## src/rtl/load_store_unit.sv

```systemverilog
// load_store_unit
//   Converts byte-addressed load/store requests into word accesses on a
//   word-addressed data memory. Loads are lane-selected and sign/zero
//   extended. Byte/half stores use a read-modify-write pass. Misaligned,
//   reserved-size and out-of-range requests fault without touching memory.
//
// Ports
//   clock, reset_n                 clock / async active-low reset
//   reqValid/reqReady              request handshake (ready in IDLE only)
//   reqWrite, reqSize, reqUnsigned request kind, size (00 B, 01 H, 10 W), extension
//   reqAddr, reqWData              byte address, right-aligned store data
//   respValid/respReady            response handshake
//   respRData, respFault           extended load data, fault flag
//   memAddress, memWriteData       word index and write word to memory
//   memWrite, memRead              memory strobes (never both set)
//   memReadData                    combinational memory read data

// One byte lane of the read-modify-write merge.
module lsu_lane (
    input  logic [7:0] old_byte,
    input  logic [7:0] new_byte,
    input  logic       sel,
    output logic [7:0] merged
);
    assign merged = sel ? new_byte : old_byte;
endmodule

module load_store_unit #(
    parameter int MEM_WORDS = 256
) (
    input  logic        clock,
    input  logic        reset_n,
    input  logic        reqValid,
    output logic        reqReady,
    input  logic        reqWrite,
    input  logic [1:0]  reqSize,
    input  logic        reqUnsigned,
    input  logic [31:0] reqAddr,
    input  logic [31:0] reqWData,
    output logic        respValid,
    input  logic        respReady,
    output logic [31:0] respRData,
    output logic        respFault,
    output logic [31:0] memAddress,
    output logic [31:0] memWriteData,
    output logic        memWrite,
    output logic        memRead,
    input  logic [31:0] memReadData
);
    localparam int          NUM_LANES = 4;
    localparam logic [31:0] WORDS_LIM = 32'(MEM_WORDS);

    typedef enum logic [1:0] {IDLE, READ, WRITE, RESP} state_t;

    typedef struct packed {
        logic        write;
        logic [1:0]  size;
        logic        uns;
        logic [31:0] addr;
    } req_t;

    state_t      state, state_nxt;
    req_t        req_q;
    logic        fault_q;
    logic [31:0] rdata_q;   // extended load result (0 for stores/faults)
    logic [31:0] word_q;    // store data at accept, merged word after READ

    logic        accept, fault_in;
    logic [31:0] shifted, load_ext, rep, merged;
    logic [NUM_LANES-1:0] be;

    assign accept   = reqValid & reqReady;
    assign fault_in = (reqSize == 2'b11)
                    | ((reqSize == 2'b01) & reqAddr[0])
                    | ((reqSize == 2'b10) & (|reqAddr[1:0]))
                    | ({2'b00, reqAddr[31:2]} >= WORDS_LIM);

    // Load path: bring the addressed lane down to bit 0, then extend.
    assign shifted = memReadData >> {req_q.addr[1:0], 3'b000};
    always_comb begin
        load_ext = shifted;
        case (req_q.size)
            2'b00: load_ext = req_q.uns ? {24'h0, shifted[7:0]}
                                        : {{24{shifted[7]}}, shifted[7:0]};
            2'b01: load_ext = req_q.uns ? {16'h0, shifted[15:0]}
                                        : {{16{shifted[15]}}, shifted[15:0]};
            default: load_ext = shifted;
        endcase
    end

    // Store path: replicate the store data across lanes and pick with byte enables.
    assign rep = (req_q.size == 2'b00) ? {4{word_q[7:0]}} : {2{word_q[15:0]}};
    always_comb begin
        be = 4'b1111;
        case (req_q.size)
            2'b00:   be = 4'b0001 << req_q.addr[1:0];
            2'b01:   be = req_q.addr[1] ? 4'b1100 : 4'b0011;
            default: be = 4'b1111;
        endcase
    end

    for (genvar g = 0; g < NUM_LANES; g++) begin : g_lane
        lsu_lane u_lane (
            .old_byte (memReadData[8*g +: 8]),
            .new_byte (rep[8*g +: 8]),
            .sel      (be[g]),
            .merged   (merged[8*g +: 8])
        );
    end

    always_ff @(posedge clock or negedge reset_n) begin
        if (!reset_n) state <= IDLE;
        else          state <= state_nxt;
    end

    always_ff @(posedge clock or negedge reset_n) begin
        if (!reset_n) begin
            req_q   <= '0;
            fault_q <= 1'b0;
            rdata_q <= '0;
            word_q  <= '0;
        end else if (accept) begin
            req_q   <= '{write: reqWrite, size: reqSize, uns: reqUnsigned, addr: reqAddr};
            fault_q <= fault_in;
            rdata_q <= '0;
            word_q  <= reqWData;
        end else if (state == READ) begin
            if (req_q.write) word_q  <= merged;
            else             rdata_q <= load_ext;
        end
    end

    always_comb begin
        state_nxt    = state;
        reqReady     = 1'b0;
        respValid    = 1'b0;
        respRData    = '0;
        respFault    = 1'b0;
        memAddress   = '0;
        memWriteData = '0;
        memWrite     = 1'b0;
        memRead      = 1'b0;
        case (state)
            IDLE: begin
                reqReady = reset_n;
                if (accept) begin
                    if (fault_in)                               state_nxt = RESP;
                    else if (reqWrite && (reqSize == 2'b10))    state_nxt = WRITE;
                    else                                        state_nxt = READ;
                end
            end
            READ: begin
                memRead    = reset_n;
                memAddress = {2'b00, req_q.addr[31:2]};
                state_nxt  = req_q.write ? WRITE : RESP;
            end
            WRITE: begin
                // Gated with reset_n so a reset never lets a write commit.
                memWrite     = reset_n;
                memAddress   = {2'b00, req_q.addr[31:2]};
                memWriteData = word_q;
                state_nxt    = RESP;
            end
            RESP: begin
                respValid = reset_n;
                respRData = rdata_q;
                respFault = fault_q;
                if (respReady) state_nxt = IDLE;
            end
            default: state_nxt = IDLE;
        endcase
    end
endmodule
```

## config.mk

```make
export PLATFORM = sky130hd
export DESIGN_NAME = load_store_unit
export DESIGN_NICKNAME = d
export VERILOG_FILES = /design/src/rtl/load_store_unit.sv
export SDC_FILE = /design/constraint.sdc
export NUM_CORES = 1
export LEC_CHECK = 0
export ABC_CLOCK_PERIOD_IN_PS = 2200
export BUFFER_PORTS_ARGS = -buffer_cell sky130_fd_sc_hd__buf_2
export CORE_MARGIN = 2
export CORE_UTILIZATION = 52
export CTS_CLUSTER_SIZE = 12
export DETAILED_ROUTE_END_ITERATION = 8
export GPL_TIMING_DRIVEN = 0
export PLACE_DENSITY = 0.8
export SLEW_MARGIN = 30
export SYNTH_ARGS = -nofsm -noshare
export SYNTH_HDL_FRONTEND = slang
export SYNTH_SLANG_ARGS = --single-unit
```

## constraint.sdc

```tcl
create_clock -name clock -period 2.2 [get_ports clock]
set_input_delay 0.11 -clock clock [delete_from_list [all_inputs] [get_ports clock]]
set_output_delay 0.11 -clock clock [all_outputs]
set_load 0.03 [all_outputs]
```

==> run_results.csv, run 1 <==
group,metric,value,unit
timing,fin_crit_sh,98.1,%
cts,cts_root_buf,"clkbuf_16",
placement,place.gp.congestion,0.910,
global_routing,grt_pass1_vias,6396,
synth,synth-edff-count,0,
outcome,status,"finished, violations left",
timing,skew,0.00836,ns
global_routing,grt_max_degree,60,
cts,clkTransAtPathRegs,0.07,ns
placement,dp_hpwl,14800,microns
global_routing,grtUsageMet2,55.1,%
floorplan,dieArea,0.0129,sq mm
floorplan,core-area,0.0116,sq mm
cts,clock_latency,0.35,ns
run,drv_cap,0,
global_routing,grt_use_total,33.2,%
cells_and_area,area_growth,34.3,%
global_routing,grt.met1_usage,43.2,%
drt,vias_per_cell,5.66,
floorplan,initial_core_util,53.8,%
synth,avgSynthCellArea,8.58,sq um
global_routing,grt_busiest_layer,"met2",
synth,synth_most_common_cell,"nand2_1",
synth,ys_ff_latch,103,
worst_setup_path,setup.worst_path.class,"reg2out",
cts,cts_tree,"built",
global_routing,grt_antenna_before_repair,2,
synth,seq_area_frac_synth,41.4,%
timing,max_slew.worst_pin.slew,0.592,ns
worst_setup_path,critPathMaxStageDelay,0.40,ns
synth,syn-cell-area,0.00622,sq mm
placement,placed_cell_area,0.00745,sq mm
timing,drv_slew,0,
power_and_ir_drop,p_leak,4.30,nW
timing,rsz0062_at_grt,"true",
drt,drt_iter0_drc,414,
global_routing,grtUsageMet3,5.68,%
cts,clockBufferDepth,2,
synth,yosys_warnings,0,
cts,cts_sinks,103,
drt,drc,0,
floorplan,io_pins,205,
floorplan,die_y,113,microns
worst_setup_path,path_cells,"inv_1, ha_2, clkbuf_1, and2_1, buf_2",
drt,wirelength,21200,microns
synth,yosys-top-cells-count,"nand2_1, dfrtp_1, and2_1, a21oi_1, o21ai_0",
cts,postCtsSetupRepairBufs,0,
power_and_ir_drop,power.density,1510,mW/mm^2
worst_setup_path,critPathMaxFanout,10,
timing,whs,-0.00205,ns
cts,htree_num_levels,3,
synth,async_flop_share,100,%
worst_setup_path,path_buf_inv,3,
synth,synth_compound_area_share,14.7,%
cells_and_area,drive_gt1_share,30.8,%
cells_and_area,fin_nets,1105,
placement,port_buffers,202,
timing,worst_slew_margin_rel,60.5,%
drt,vias,6469,
worst_setup_path,arrival,2.05,ns
global_routing,grt_pass1_wl,32900,microns
synth,synth_adder_area_share,1.01,%
synth,synth_xor_area_share,0,%
outcome,violations,"hold timing",
drt,dr.pass1.iters,5,
drt,ant_nets,0,
cells_and_area,postLayoutCellArea,0.00835,sq mm
synth,synth_cell_types,52,
worst_setup_path,crit_slowest_cell,"dfrtp_1",
drt,wl_per_cell,18.6,microns
floorplan,die_w,113,microns
timing,setup-violations-final,0,
synth,synthMuxAreaShare,10.4,%
timing,timing.fmax,463,MHz
timing,hold_viol,1,
cts,cts_buffers,9,
timing,period_minus_slack,2.16,ns
power_and_ir_drop,irDropWorstVdd,0.970,mV
worst_setup_path,worstPathRequired,2.09,ns
min_path,hold_class,"in2reg",
power_and_ir_drop,power,12.6,mW
synth,synth_ff_type,"dfrtp_1",
synth,synth_top_family_by_area,"simple AND/OR/NAND/NOR gates",
cells_and_area,diodes,0,
worst_setup_path,cp-end-kind,"output port",
synth,synth_area_leaders,"dfrtp_1, nand2_1, and2_1",
global_routing,overflow,0,
synth,syn_inst,725,
worst_setup_path,crit_family,"buffers and inverters",
worst_setup_path,cp-start-kind,"flip-flop",
floorplan,rows,39,
synth,yosys.area.top_type,"dfrtp_1",
synth,synth-simple-area-share,27.9,%
synth,netlist.area_leader.share,41.4,%
-- cells by family (layout without fill, tap and decap cells) --
family                   Yosys count  in the layout
AND/OR/NAND/NOR                  348            348
AO/OA/AOI/OAI                    151            151
flip-flops                       103            103
multiplexers                      60             60
buffers and inverters             57            331
adder cells (fa/ha/maj)            5              5
other                              1              2
-- layer usage --
| metal | vias to the layer above | share of wire [%] |
|---|---|---|
| li1 | 2987 | - |
| met1 | 3034 | 40 |
| met2 | 389 | 47 |
| met3 | 57 | 8.6 |
| met4 | 2 | 4.0 |
| met5 | - | 0.061 |
-- path summary, 6_finish.rpt --
check,start,to,slack [ns],depth (start not counted)
max,state[0]$_DFFE_PN0P_,memWriteData[10],0.04,5
min,reqWData[11],word_q[11]$_DFFE_PN0P_,-0.002,3
max reg2reg,state[0]$_DFFE_PN0P_,rdata_q[22]$_DFFE_PN0P_,0.16,8
min reg2reg,req_q[6]$_DFFE_PN0P_,req_q[6]$_DFFE_PN0P_,0.47,2
max in group asynchronous,reset_n,word_q[7]$_DFFE_PN0P_,0.87,5
min in group asynchronous,reset_n,rdata_q[0]$_DFFE_PN0P_,0.50,4
-- stage by stage --
step | hold WS [ns] | instances | TNS [ns] | worst slack (ns) | utilization [%]
after floorplan | -0.186 | 726 | 0 | 0.460 | -
after global placement | 0.300 | 1071 | -168.47 | -1.78 | 64.1
after detailed placement | 0.0744 | 1072 | -1.04 | -0.110 | 64.4
after CTS | 0.00164 | 1143 | 0 | 0.00307 | 72.0
after global routing | 0.00456 | 1143 | -0.117 | -0.0258 | 72.2
final | -0.00205 | 1143 | 0 | 0.0407 | 72.2
-- registers in the layout, indices dropped and copies added, names as in the netlist --
signal	cells
rdata_q	32
req_q	36
state	2
word_q	32
fault_q	1
-- worst register-to-register path: cells and delay by family, from the launching register on --
kind            cells  cell delay, ns
compound gates      2            0.26
simple gates        2            0.47
buf+inv             3            0.60
flops               1            0.38
fa+ha+maj           1            0.26
-- report_power, final --
group / leakage [nW] / switching (mW) / internal [mW]
logic: 2.88 / 4.91 / 2.81
clock network: 0.138 / 0.703 / 0.783
registers: 1.27 / 0.575 / 2.83
-- placed cells by master, fill, tap and decap left out, types with 4 or more instances in the layout --
| cell type | count |
|---|---|
| a211oi_1 | 7 |
| a21oi_1 | 57 |
| and2_1 | 99 |
| and3_1 | 18 |
| buf_16 | 4 |
| buf_2 | 222 |
| buf_4 | 4 |
| buf_6 | 4 |
| clkbuf_1 | 17 |
| clkbuf_16 | 9 |
| clkbuf_2 | 6 |
| clkinv_2 | 5 |
| dfrtp_1 | 103 |
| dlygate4sd3_1 | 53 |
| mux2_2 | 25 |
| mux2i_1 | 34 |
| nand2_1 | 182 |
| nand2b_1 | 11 |
| nand3b_1 | 9 |
| nor2_1 | 5 |
| nor2b_1 | 4 |
| nor4_1 | 5 |
| o211ai_1 | 8 |
| o21ai_0 | 36 |
| o21ai_1 | 12 |
| o21ai_2 | 10 |
| o2bb2ai_1 | 6 |
-- repair_timing --
| action | 4_1_cts | 5_1_grt |
|---|---|---|
| pin swaps | 0 | 0 |
| hold endpoints to repair | 95 | 0 |
| setup endpoints to repair | 17 | 57 |
| hold buffers | 56 | 0 |
| gates cloned | 0 | 0 |
| resized for setup | 2 | 16 |
-- final cells by class --
class	instances	area, sq um
buffer	53	270
clock buffer	10	239
clock inverter	5	25.0
fill	906	3210
inverter	4	15.0
multi-input combinational	566	3390
sequential	103	2580
tap	143	179
timing repair buffer	259	1660
(Power assumes the default switching activity.)
==> run 2, diff against run 1 <==
--- a/config.mk
+++ b/config.mk
@@ -8,4 +8,5 @@
 export ABC_CLOCK_PERIOD_IN_PS = 2200
 export BUFFER_PORTS_ARGS = -buffer_cell sky130_fd_sc_hd__buf_2
+export CAP_MARGIN = 20
 export CORE_MARGIN = 2
 export CORE_UTILIZATION = 52
==> constraint.sdc (replaced) <==
create_clock -name clock -period 2.2 [get_ports clock]
set_input_delay 0.44 -clock clock [delete_from_list [all_inputs] [get_ports clock]]
set_output_delay 0.44 -clock clock [all_outputs]
set_load 0.03 [all_outputs]
==> run_results.csv, run 2 (synthesis gave the netlist of run 1 again) <==
group,metric,value,unit
outcome,status,"finished, violations left",
outcome,violations,"hold timing",
cts,clock_latency,0.35,ns
cells_and_area,final_cell_mix,"buf_2, nand2_1, dfrtp_1, and2_1, a21oi_1",
power_and_ir_drop,p_leak,4.08,nW
cells_and_area,area_growth,26.3,%
placement,dp_hpwl,14800,microns
worst_setup_path,timing.rr.start,"state[1]$_DFFE_PN0P_",
floorplan,core-area,0.0116,sq mm
drt,drt_iter0_drc,426,
power_and_ir_drop,power_frac_clock,11.7,%
cells_and_area,drive_gt1_share,33.6,%
drt,ant_nets,0,
global_routing,grt_antenna_before_repair,1,
worst_setup_path,setup.worst_path.start,"state[0]$_DFFE_PN0P_",
timing,whs,-0.00352,ns
power_and_ir_drop,sequentialPowerShare,26.9,%
power_and_ir_drop,power,12.7,mW
global_routing,overflow,0,
timing,setup-violations-final,0,
cts,cts_sinks,103,
worst_setup_path,arrival,1.69,ns
cells_and_area,top_regs,"req_q (36), rdata_q (32), word_q (32)",
timing,max_slew.worst_pin.slew,0.590,ns
power_and_ir_drop,power.density,1620,mW/mm^2
cts,clkTransAtPathRegs,0.06,ns
cells_and_area,fin_nets,1051,
cells_and_area,top_register,"req_q",
power_and_ir_drop,p_sw_share,48.8,%
floorplan,io_pins,205,
cells_and_area,final_util,67.9,%
placement,place_ws,-0.440,ns
worst_setup_path,worstPathRequired,1.76,ns
global_routing,grt_use_total,30.8,%
run,drv_cap,0,
global_routing,grt_pass1_wl,30600,microns
min_path,hold_class,"in2async",
global_routing,grt_max_degree,65,
cts,cts_root_buf,"clkbuf_16",
drt,dr.pass1.iters,5,
cells_and_area,multi_input_area,0.00344,sq mm
timing,worst_slew_margin_rel,60.6,%
drt,wirelength,19800,microns
worst_setup_path,cp-start-kind,"flip-flop",
worst_setup_path,cp-end-kind,"output port",
floorplan,dieArea,0.0129,sq mm
global_routing,grt_pass1_vias,5924,
cts,cts_buffers,9,
floorplan,rows,39,
cells_and_area,regArea,0.00258,sq mm
power_and_ir_drop,switching_power,6.20,mW
power_and_ir_drop,irDropWorstVdd,0.796,mV
cts,clockBufferDepth,2,
cts,htree_num_levels,3,
worst_setup_path,setup.worst_path.class,"reg2out",
timing,fin_crit_sh,96.8,%
worst_setup_path,critPathMaxFanout,10,
timing,skew,0.00707,ns
timing,period_minus_slack,2.13,ns
cells_and_area,postLayoutCellArea,0.00786,sq mm
floorplan,die_w,113,microns
cells_and_area,diodes,0,
power_and_ir_drop,combinationalPowerShare,61.4,%
cts,cts_tree,"built",
floorplan,die_y,113,microns
timing,drv_slew,0,
timing,hold_viol,4,
cts,hold_buffers,0,
floorplan,initial_core_util,53.8,%
placement,place.gp.congestion,0.910,
cells_and_area,largest_register_ffs,36,
cells_and_area,final_common_cell,"buf_2",
timing,timing.fmax,470,MHz
drt,vias_per_cell,5.66,
drt,drc,0,
placement,port_buffers,202,
drt,vias,6169,
drt,wl_per_cell,18.2,microns
cells_and_area,fillers,975,
power_and_ir_drop,p_int,6.51,mW
timing,setup_slack,0.0705,ns
placement,placed_cell_area,0.00745,sq mm
==> run 2: stage by stage <==
stage	TNS (ns)	instances
6_report	0	1089
5_1_grt	-0.00390	1089
4_1_cts	0	1087
3_5_place_dp	-27.03	1072
3_3_place_gp	-239.09	1071
2_1_floorplan	0	726
==> run 2: layer usage <==
layer	global-route usage (%)	vias up	share of wire, %	wire length [microns]
met5	0	-	0	0
met4	10.7	0	2.6	523
met3	4.87	44	9.2	1830
met2	50.3	355	47	9270
met1	41.8	2893	41	8190
li1	-	2877	-	-
==> run 2: final timing paths <==
check / endpoint / cells past startpoint / slack, ns
min in group clock: req_q[9]$_DFFE_PN0P_ / 3 / 0.28
max in group asynchronous: state[0]$_DFFE_PN0P_ / 2 / 1.64
setup / recovery: memWriteData[3] / 5 / 0.07
hold reg to reg: req_q[6]$_DFFE_PN0P_ / 2 / 0.47
hold / removal: rdata_q[24]$_DFFE_PN0P_ / 1 / -0.004
setup reg to reg: rdata_q[2]$_DFFE_PN0P_ / 7 / 0.11
==> run 2: power by group through the flow <==
stage               logic (mW)  registers [mW]  clock network, mW
floorplan                 5.57            3.20                  0
global placement          7.35            3.37                  0
detailed placement        7.48            3.41                  0
CTS                       7.64            3.39               1.49
global route              8.41            3.53               1.58
finish                    7.81            3.42               1.48
==> run 2: area by class of cell <==
cell class | instances | share of cell area, %
buffer | 52 | 3.63
clock buffer | 10 | 3.04
clock inverter | 5 | 0.318
inverter | 4 | 0.191
multi-input combinational | 566 | 43.8
sequential | 103 | 32.8
tap | 143 | 2.28
timing repair buffer | 206 | 13.9
==> run 2: critical path: stages (launching register included) <==
cell and delay, ns:
dfrtp_2 0.44, inv_2 0.14, ha_4 0.20, clkbuf_4 0.21, and2_1 0.15, buf_2 0.20
==> run 2: timing repair <==
item,4_1_cts,5_1_grt
cloned,0,1
pin swaps,0,1
endpoints found under the setup margin,91,154
gates resized for setup,18,26
setup buffers,0,2
==> run 3, diff against run 2 <==
Settings changed: ABC_AREA from default to 1, PLACE_DENSITY 0.8 to 0.79, SKIP_CTS_REPAIR_TIMING from default to 1, SLEW_MARGIN 30 to 20.
==> run_results.csv, run 3 <==
group,metric,value,unit
power_and_ir_drop,switching_power,6.16,mW
timing,hold_viol,35,
synth,synth_ff_type,"dfrtp_1",
worst_setup_path,worstPathRequired,1.76,ns
global_routing,grt_antenna_before_repair,0,
timing,period_minus_slack,2.20,ns
cells_and_area,final_cell_mix,"nand2_1, buf_2, inv_1, dfrtp_1, o21ai_0",
placement,place_ws,-0.129,ns
synth,ys_ff_latch,103,
synth,syn_inst,1001,
worst_setup_path,critPathMaxFanout,10,
synth,yosys-top-cells-count,"nand2_1, inv_1, dfrtp_1, o21ai_0, nand3_1",
outcome,violations,"hold timing",
drt,drc,0,
drt,dr.pass1.iters,5,
global_routing,grt_pass1_vias,6306,
worst_setup_path,setup.worst_path.class,"reg2out",
power_and_ir_drop,sequentialPowerShare,27.6,%
power_and_ir_drop,p_int,5.84,mW
synth,netlist.area_leader.share,40.0,%
cells_and_area,multi_input_area,0.00309,sq mm
cells_and_area,regArea,0.00258,sq mm
power_and_ir_drop,power.density,1480,mW/mm^2
cts,cts_sinks,103,
drt,vias_per_cell,4.95,
cells_and_area,top_regs,"req_q (36), rdata_q (32), word_q (32)",
timing,max_slew.worst_pin.slew,0.530,ns
placement,place.gp.congestion,0.961,
outcome,status,"finished, violations left",
floorplan,core-area,0.0121,sq mm
drt,ant_nets,0,
floorplan,die_w,115,microns
cells_and_area,drive_gt1_share,24.2,%
cts,cts_root_buf,"clkbuf_16",
timing,setup_slack,0.00294,ns
global_routing,grt_max_degree,71,
floorplan,io_pins,205,
synth,synth_most_common_cell,"nand2_1",
global_routing,grt_pass1_wl,30800,microns
floorplan,dieArea,0.0133,sq mm
cts,htree_num_levels,3,
cts,clock_latency,0.36,ns
synth,synth-edff-count,0,
drt,wl_per_cell,14.1,microns
floorplan,initial_core_util,53.5,%
synth,seq_area_frac_synth,40.0,%
synth,avgSynthCellArea,6.44,sq um
placement,dp_hpwl,15300,microns
global_routing,overflow,0,
timing,rsz0062_at_grt,"true",
min_path,hold_class,"in2async",
timing,fin_crit_sh,99.9,%
power_and_ir_drop,p_sw_share,51.3,%
timing,drv_slew,0,
cells_and_area,fillers,1197,
synth,synth_cell_types,33,
synth,synth_area_leaders,"dfrtp_1, nand2_1, inv_1",
cts,cts_buffers,9,
power_and_ir_drop,p_leak,5.38,nW
synth,async_flop_share,100,%
run,drv_cap,0,
cells_and_area,top_register,"req_q",
cts,cts_tree,"built",
timing,worst_slew_margin_rel,64.7,%
cells_and_area,final_common_cell,"nand2_1",
cts,clockBufferDepth,2,
synth,syn-cell-area,0.00645,sq mm
timing,fin_setup_tns,0,ns
worst_setup_path,cp-end-kind,"output port",
cells_and_area,area_growth,25.5,%
timing,setup-violations-final,0,
cells_and_area,fin_nets,1325,
global_routing,grt_use_total,29.8,%
worst_setup_path,cp-start-kind,"flip-flop",
drt,vias,6880,
cells_and_area,largest_register_ffs,36,
synth,yosys.area.top_type,"dfrtp_1",
timing,whs,-0.0227,ns
cts,clkTransAtPathRegs,0.07,ns
power_and_ir_drop,combinationalPowerShare,58.2,%
synth,yosys_warnings,0,
drt,wirelength,19600,microns
drt,drt_iter0_drc,560,
power_and_ir_drop,irDropWorstVdd,0.948,mV
floorplan,rows,40,
worst_setup_path,arrival,1.76,ns
placement,port_buffers,202,
power_and_ir_drop,power_frac_clock,14.2,%
timing,timing.fmax,455,MHz
timing,skew,0.0109,ns
floorplan,die_y,115,microns
run 3: cell types whose count changed in the layout (fill, tap and decap cells not counted), moves of 9 or more:
| cell | delta |
|---|---|
| nand3_1 | +50 |
| mux2_2 | -25 |
| inv_1 | +140 |
| and3_1 | -18 |
| a21oi_1 | -55 |
| nand2_1 | +310 |
| and2_1 | -99 |
| nand2b_1 | -11 |
| mux2i_1 | -34 |
| nand3b_1 | -9 |
| o21ai_0 | +32 |
| nor2_1 | +17 |
run 3: per-layer routing:
metal	part of all wire, %	global-route usage, %
met2	45	46.2
met4	3.0	13.6
met1	43	40.2
met3	9.2	6.27
met5	0	0
run 3: final timing paths:
| check | to | cells after the start | slack [ns] | from |
|---|---|---|---|---|
| worst max-delay path | memAddress[20] | 6 | 0.003 | state[0]$_DFFE_PN0P_ |
| worst min-delay path | req_q[6]$_DFFE_PN0P_ | 1 | -0.02 | reset_n |
| worst max register to register | req_q[12]$_DFFE_PN0P_ | 6 | 0.18 | state[0]$_DFFE_PN0P_ |
| worst min register to register | word_q[25]$_DFFE_PN0P_ | 2 | 0.48 | word_q[25]$_DFFE_PN0P_ |
| max in group asynchronous | rdata_q[31]$_DFFE_PN0P_ | 2 | 1.55 | reset_n |
| min in group clock | req_q[5]$_DFFE_PN0P_ | 3 | 0.27 | reqAddr[5] |
run 3: per-stage QoR:
stage	area (sq um)	cells	power, mW	hold slack, ns	utilization (%)
final	8100	1390	12.0	-0.0227	67.1
after global routing	8090	1389	12.9	0.00989	67.1
after CTS	8020	1389	11.8	-0.00925	66.5
after detailed placement	7710	1373	10.1	0.371	63.9
after global placement	7680	1372	9.92	0.462	63.6
after floorplan	6450	1002	8.10	0.144	-
run 3: critical path, cell delays in order (launching register included):
cell and delay, ns:
dfrtp_1 0.46, inv_2 0.11, ha_4 0.31, clkbuf_4 0.20, nand2_1 0.06, inv_1 0.06, buf_2 0.19
run 3: cell families after synthesis:
logic type,share of synthesized area [%]
flip-flops,40.0
buffers and inverters,12.7
AND/OR/NAND/NOR,37.6
other,0.0581
AO/OA/AOI/OAI,8.69
adder cells (fa/ha/maj),0.970
run 3: power by group through the flow:
| stage | combinational (mW) | sequential [mW] | clock [mW] |
|---|---|---|---|
| floorplan | 4.95 | 3.15 | 0 |
| global placement | 6.62 | 3.30 | 0 |
| detailed placement | 6.74 | 3.31 | 0 |
| CTS | 6.77 | 3.29 | 1.71 |
| global route | 7.71 | 3.41 | 1.79 |
| finish | 6.98 | 3.32 | 1.70 |
run 3: layout make-up:
| class | count | share of cell area, % |
|---|---|---|
| Inverter | 148 | 6.89 |
| Clock buffer | 9 | 2.78 |
| Tap cell | 168 | 2.60 |
| Timing Repair Buffer | 205 | 13.1 |
| Clock inverter | 7 | 1.07 |
| Sequential cell | 103 | 31.9 |
| Buffer | 49 | 3.43 |
| Antenna cell | 1 | 0.0309 |
| Multi-Input combinational cell | 700 | 38.2 |
